===== src/rtl/btn_debounce_if.sv =====
// Button debouncer signal bundle: raw pin in, clean level and event strobes out.
interface btn_debounce_if;
  logic btn_in;
  logic btn_level;
  logic btn_press;
  logic btn_release;
  logic btn_long;

  modport master (
    output btn_in,
    input  btn_level,
    input  btn_press,
    input  btn_release,
    input  btn_long
  );

  modport slave (
    input  btn_in,
    output btn_level,
    output btn_press,
    output btn_release,
    output btn_long
  );
endinterface


===== src/rtl/btn_debounce.sv =====
// Push-button synchroniser/debouncer with press, release and long-press strobes.
// Define BTN_DEBOUNCE_REPEAT_EN to make btn_long auto-repeat every REPEAT_CYCLES while held.
module btn_debounce #(
  parameter int unsigned DEBOUNCE_CYCLES = 200,
  parameter int unsigned LONG_CYCLES     = 100000,
  parameter bit          ACTIVE_LEVEL    = 1'b1,
  parameter int unsigned REPEAT_CYCLES   = 25000
) (
  input logic           clk,
  input logic           rst_n,
  btn_debounce_if.slave btn
);

  localparam int unsigned MaxDl     = (DEBOUNCE_CYCLES > LONG_CYCLES) ? DEBOUNCE_CYCLES
                                                                      : LONG_CYCLES;
  localparam int unsigned MaxCycles = (REPEAT_CYCLES > MaxDl) ? REPEAT_CYCLES : MaxDl;
  localparam int unsigned CntW      = $clog2(MaxCycles + 1);

  typedef logic [CntW-1:0] cnt_t;

  localparam cnt_t DebLast  = cnt_t'(DEBOUNCE_CYCLES - 1);
  localparam cnt_t LongLast = cnt_t'(LONG_CYCLES - 1);
`ifdef BTN_DEBOUNCE_REPEAT_EN
  localparam cnt_t RepLast  = cnt_t'(REPEAT_CYCLES - 1);
  localparam cnt_t SatVal   = cnt_t'((REPEAT_CYCLES > LONG_CYCLES) ? REPEAT_CYCLES
                                                                   : LONG_CYCLES);
`else
  localparam cnt_t SatVal   = cnt_t'(LONG_CYCLES);
`endif

  typedef enum logic [1:0] {StRel, StChkP, StPrs, StChkR} state_e;

  state_e state_q, state_d;
  cnt_t   cnt_q, cnt_d;
  logic   sync1_q, sync2_q;
  logic   level_q, level_d;
  logic   press_q, press_d;
  logic   release_q, release_d;
  logic   long_q, long_d;
  logic   long_done_q, long_done_d;
  logic   pressed;

  // Synchroniser idles at the inactive level so nothing looks pressed out of reset.
  always_ff @(posedge clk) begin
    if (!rst_n) begin
      sync1_q <= ~ACTIVE_LEVEL;
      sync2_q <= ~ACTIVE_LEVEL;
    end else begin
      sync1_q <= btn.btn_in;
      sync2_q <= sync1_q;
    end
  end

  assign pressed = sync2_q ^ ~ACTIVE_LEVEL;

  always_ff @(posedge clk) begin
    if (!rst_n) begin
      state_q     <= StRel;
      cnt_q       <= '0;
      level_q     <= 1'b0;
      press_q     <= 1'b0;
      release_q   <= 1'b0;
      long_q      <= 1'b0;
      long_done_q <= 1'b0;
    end else begin
      state_q     <= state_d;
      cnt_q       <= cnt_d;
      level_q     <= level_d;
      press_q     <= press_d;
      release_q   <= release_d;
      long_q      <= long_d;
      long_done_q <= long_done_d;
    end
  end

  always_comb begin
    state_d     = state_q;
    cnt_d       = cnt_q;
    level_d     = level_q;
    long_done_d = long_done_q;
    press_d     = 1'b0;
    release_d   = 1'b0;
    long_d      = 1'b0;
    unique case (state_q)
      StRel: begin
        if (pressed) begin
          state_d = StChkP;
          cnt_d   = cnt_t'(1);
        end
      end
      StChkP: begin
        if (!pressed) begin
          state_d = StRel;
          cnt_d   = '0;
        end else if (cnt_q == DebLast) begin
          state_d     = StPrs;
          press_d     = 1'b1;
          level_d     = 1'b1;
          cnt_d       = '0;
          long_done_d = 1'b0;
        end else begin
          cnt_d = cnt_q + cnt_t'(1);
        end
      end
      StPrs: begin
        if (!pressed) begin
          state_d = StChkR;
          cnt_d   = cnt_t'(1);
        end else if (!long_done_q && cnt_q == LongLast) begin
          long_d      = 1'b1;
          long_done_d = 1'b1;
`ifdef BTN_DEBOUNCE_REPEAT_EN
          cnt_d       = '0;
        end else if (long_done_q && cnt_q == RepLast) begin
          long_d = 1'b1;
          cnt_d  = '0;
`else
          cnt_d       = cnt_q + cnt_t'(1);
`endif
        end else if (cnt_q != SatVal) begin
          cnt_d = cnt_q + cnt_t'(1);
        end
      end
      StChkR: begin
        // Bounce back: hold count restarts, but a fired long press is not re-armed.
        if (pressed) begin
          state_d = StPrs;
          cnt_d   = '0;
        end else if (cnt_q == DebLast) begin
          state_d   = StRel;
          release_d = 1'b1;
          level_d   = 1'b0;
          cnt_d     = '0;
        end else begin
          cnt_d = cnt_q + cnt_t'(1);
        end
      end
    endcase
  end

  assign btn.btn_level   = level_q;
  assign btn.btn_press   = press_q;
  assign btn.btn_release = release_q;
  assign btn.btn_long    = long_q;

endmodule


===== src/flat_wrapper.sv =====
// flat-port wrapper written by rule: the top's interface ports become plain ports
module btn_debounce_flat 
#(
  parameter int unsigned DEBOUNCE_CYCLES = 200,
  parameter int unsigned LONG_CYCLES     = 100000,
  parameter bit          ACTIVE_LEVEL    = 1'b1,
  parameter int unsigned REPEAT_CYCLES   = 25000
)
  (clk, rst_n, btn_btn_in, btn_btn_level, btn_btn_press, btn_btn_release, btn_btn_long);
  btn_debounce_if btn_i ();
  input logic clk;
  input logic rst_n;
  input wire logic [$bits(btn_i.btn_in)-1:0] btn_btn_in;
  output wire logic [$bits(btn_i.btn_level)-1:0] btn_btn_level;
  output wire logic [$bits(btn_i.btn_press)-1:0] btn_btn_press;
  output wire logic [$bits(btn_i.btn_release)-1:0] btn_btn_release;
  output wire logic [$bits(btn_i.btn_long)-1:0] btn_btn_long;
  assign btn_i.btn_in = btn_btn_in;
  assign btn_btn_level = btn_i.btn_level;
  assign btn_btn_press = btn_i.btn_press;
  assign btn_btn_release = btn_i.btn_release;
  assign btn_btn_long = btn_i.btn_long;
  btn_debounce #(.DEBOUNCE_CYCLES(DEBOUNCE_CYCLES), .LONG_CYCLES(LONG_CYCLES), .ACTIVE_LEVEL(ACTIVE_LEVEL), .REPEAT_CYCLES(REPEAT_CYCLES)) u_core (.clk(clk), .rst_n(rst_n), .btn(btn_i));
endmodule

===== config.mk =====
export PLATFORM = sky130hd
export DESIGN_NAME = btn_debounce_flat
export DESIGN_NICKNAME = d
export VERILOG_FILES = /design/src/rtl/btn_debounce_if.sv /design/src/rtl/btn_debounce.sv /design/src/flat_wrapper.sv
export SDC_FILE = /design/constraint.sdc
export NUM_CORES = 1
export LEC_CHECK = 0
export ABC_AREA = 0
export ABC_CLOCK_PERIOD_IN_PS = 2950
export BUFFER_PORTS_ARGS = -buffer_cell sky130_fd_sc_hd__buf_4
export CAP_MARGIN = 20
export CORE_UTILIZATION = 50
export CTS_BUF_LIST = sky130_fd_sc_hd__clkbuf_8
export DETAILED_ROUTE_END_ITERATION = 12
export HOLD_SLACK_MARGIN = 0.02
export PLACE_DENSITY_LB_ADDON = 0.25
export SLEW_MARGIN = 40
export SYNTH_ARGS = -nofsm -noshare
export SYNTH_HDL_FRONTEND = slang
export SYNTH_SLANG_ARGS = --single-unit
export TNS_END_PERCENT = 5

===== constraint.sdc =====
create_clock -name clk -period 2.95 [get_ports clk]
set_input_delay 0.59 -clock clk [delete_from_list [all_inputs] [get_ports clk]]
set_output_delay 0.59 -clock clk [all_outputs]
set_load 0.01 [all_outputs]

==> flow_summary.ini <==
[flow_run]
maxCapViolCount = 0

[critical_path]
cp-startpoint = u_core.cnt_q[0]
r2r_setup_slack_ns = 0.76
crit_chain = inv_1, ha_1, nand2_1, or4_1, o21ai_2, buf_4, nand2b_1, o21ai_0
timing.rr.start = u_core.cnt_q[0]
critPathCaptureType = flop
critPathLaunchType = flop
critPathMaxStageDelay_ns = 0.43
cp_num_buf_inv = 2
crit_path_top_delay_cell = or4_1
crit_fanout = 10
reg2reg_to = u_core.cnt_q[1]
crit_family = simple AND/OR/NAND/NOR gates
worst-endpoint-required_ns = 3.11
path_class = flop to flop
arrival_ns = 2.35
reg2reg_depth = 8

[detailed_routing]
dr.first_iter.drc_count = 69
routed_wl_um = 3010
wire_per_inst_um = 15.2
via_per_inst = 6.40
dr.pass1.iters = 4
vias = 1267
drc = 0
antenna_left = 0

[yosys]
yosysTopAreaCell = dfxtp_1
syn_area_um2 = 1370
synthesis.instances = 165
synth-seq-cells = 26
synth_edf_count = 0
ys.flop_type = dfxtp_1
synth_fp_nets = 170
synthArstFlopShare_pct = 0
synth-warning-count = 0
avgSynthCellArea_um2 = 8.31
yosysUniqueCellTypes = 46
synth_area_leaders = dfxtp_1, nand2_1, a21oi_1
yosysSeqAreaShare_pct = 38.0
yosysTopAreaCellShare_pct = 38.0

[global_routing]
grt_pass1_vias = 1137
grt_usage_pct = 23.7
antenna_found_initial = 0
grt-ovfl-total = 0
grt_pass1_wl_um = 5050
grt_max_degree = 23

[cts]
path_clk_slew_ns = 0.09
cts_buffers = 3
cts_sinks = 26
cts_setup_buffers = 0
clock_latency_ns = 0.27
h-tree-depth = 1
hold_buffers = 0
clk_path_buf_depth = 2
cts_tree = yes
cts_root_buf = clkbuf_8
cts_resized = 0

[sta]
fin_tns_setup_ns = 0
post-route-period-util_pct = 74.3
hold_violations = 0
fmax_mhz = 456
fin_skew_ns = 0.00477
fin_crit_ns = 2.19
rsz0062_at_grt = false
maxSlewViolCount = 0
slew_headroom_pct = 65.0
timing.hold.ws_ns = 0.451
tightest_slew_ns = 0.521
finalSetupViolations = 0

[die]
io_pins = 7
row_count = 18
die_h_um = 54.4
core-area_um2 = 2540
initial_core_util_pct = 53.9
die_x_um = 54.4
design.die.area_um2 = 2960

[min_path]
worstHoldEndpoint = u_core.pressed
whs_path_depth = 1
hp-start = u_core.sync1_q
hold_class = flop to flop

[pwr]
power_frac_seq_pct = 52.0
power_uw = 690
vdd_ir_drop_max_mv = 0.327
p_comb_share_pct = 4.7
clkPwrFrac_pct = 43.3
power.density_nw_per_um2 = 461
leakage_nw = 0.509
p_sw_share_pct = 20.6
power.internal_uw = 548
p_switching_uw = 142

[place]
place_area_um2 = 1430
port-buffer-count = 6
dp_hpwl_um = 2160
place.gp.congestion = 0.883

[finish]
final_layout_size_suffix_gt1_share_pct = 11.9
final_util_pct = 58.9
fillers = 236
antenna_cells = 0
final_common_cell = dfxtp_1
syn_to_final_growth_pct = 9.31
final_cell_mix = dfxtp_1, nand2_1, nand3_1, a21oi_1, buf_4
register_area_um2 = 520
finish.instance_area_um2 = 1500
multi_input_area_um2 = 787
layout.nets = 174

[status]
outcome = finished, final reports clean
## flip-flops by register name, indices dropped and copies added (netlist names), named ones only
register and cells:
u_core.long_done_q 1, u_core.cnt_q 17, u_core.btn.btn_long 1, u_core.btn.btn_press 1
u_core.pressed 1, u_core.state_q 1, u_core.btn.btn_release 1, u_core.btn.btn_level 1
u_core.sync1_q 1
## routing by layer
metal | up-vias | GRT usage (%) | share of wire (%)
li1 | 620 | - | -
met1 | 592 | 31.4 | 47
met2 | 48 | 38.0 | 46
met3 | 7 | 3.33 | 5.4
met4 | 0 | 9.83 | 1.8
met5 | - | 0 | 0
## worst register-to-register path: stages (launching register included)
cell	delay [ns]
dfxtp_1	0.34
inv_1	0.08
ha_1	0.15
nand2_1	0.05
or4_1	0.43
o21ai_2	0.38
buf_4	0.25
nand2b_1	0.26
o21ai_0	0.14
## power by group through the flow
stage	combinational (mW)	sequential, mW	clock, mW
5_1_grt	0.0361	0.359	0.313
3_5_place_dp	0.0324	0.367	0
4_1_cts	0.0325	0.359	0.300
6_report	0.0328	0.359	0.299
3_3_place_gp	0.0318	0.367	0
2_1_floorplan	0.0232	0.365	0
## Yosys cell counts (all sizes together) (4+ instances only)
cell type   n
o21ai       8
buf         5
a31oi       4
nand2      18
nand3      10
nor2        6
xor2        4
dfxtp      26
and3        5
inv         5
a21oi      10
nor4        4
clkbuf      4
nor3        7
nand3b      4
## cell type report
class / count / share of cell area [%]
Sequential cell: 26 / 34.7
Tap cell: 30 / 2.50
Inverter: 6 / 1.50
Multi-Input combinational cell: 124 / 52.5
Clock inverter: 1 / 2.00
Clock buffer: 3 / 2.75
Timing Repair Buffer: 8 / 4.01
## cell families after synthesis
group	Yosys count	synth area share, %
AO/OA/AOI/OAI	36	17.2
buffers and inverters	15	4.65
XOR/XNOR	5	3.19
adder cells (fa/ha/maj)	2	1.82
flip-flops	26	38.0
AND/OR/NAND/NOR	81	35.1
## how the worst max path moves through the flow
| stage | end | slack (ns) | cells after the start |
|---|---|---|---|
| after floorplan | u_core.cnt_q[11] | 1.13 | 6 |
| after global placement | u_core.cnt_q[1] | 0.85 | 8 |
| after detailed placement | u_core.cnt_q[1] | 0.80 | 8 |
| after CTS | u_core.cnt_q[1] | 0.79 | 8 |
| after global routing | u_core.cnt_q[9] | 0.55 | 6 |
| final | u_core.cnt_q[1] | 0.76 | 8 |
## through the flow
step	worst slack [ns]	cells
detailed placement	0.800	194
global placement	0.846	194
CTS	0.786	198
global route	0.551	198
floorplan	1.13	165
finish	0.759	198
Note: power is estimated with default switching activity, not from simulation.
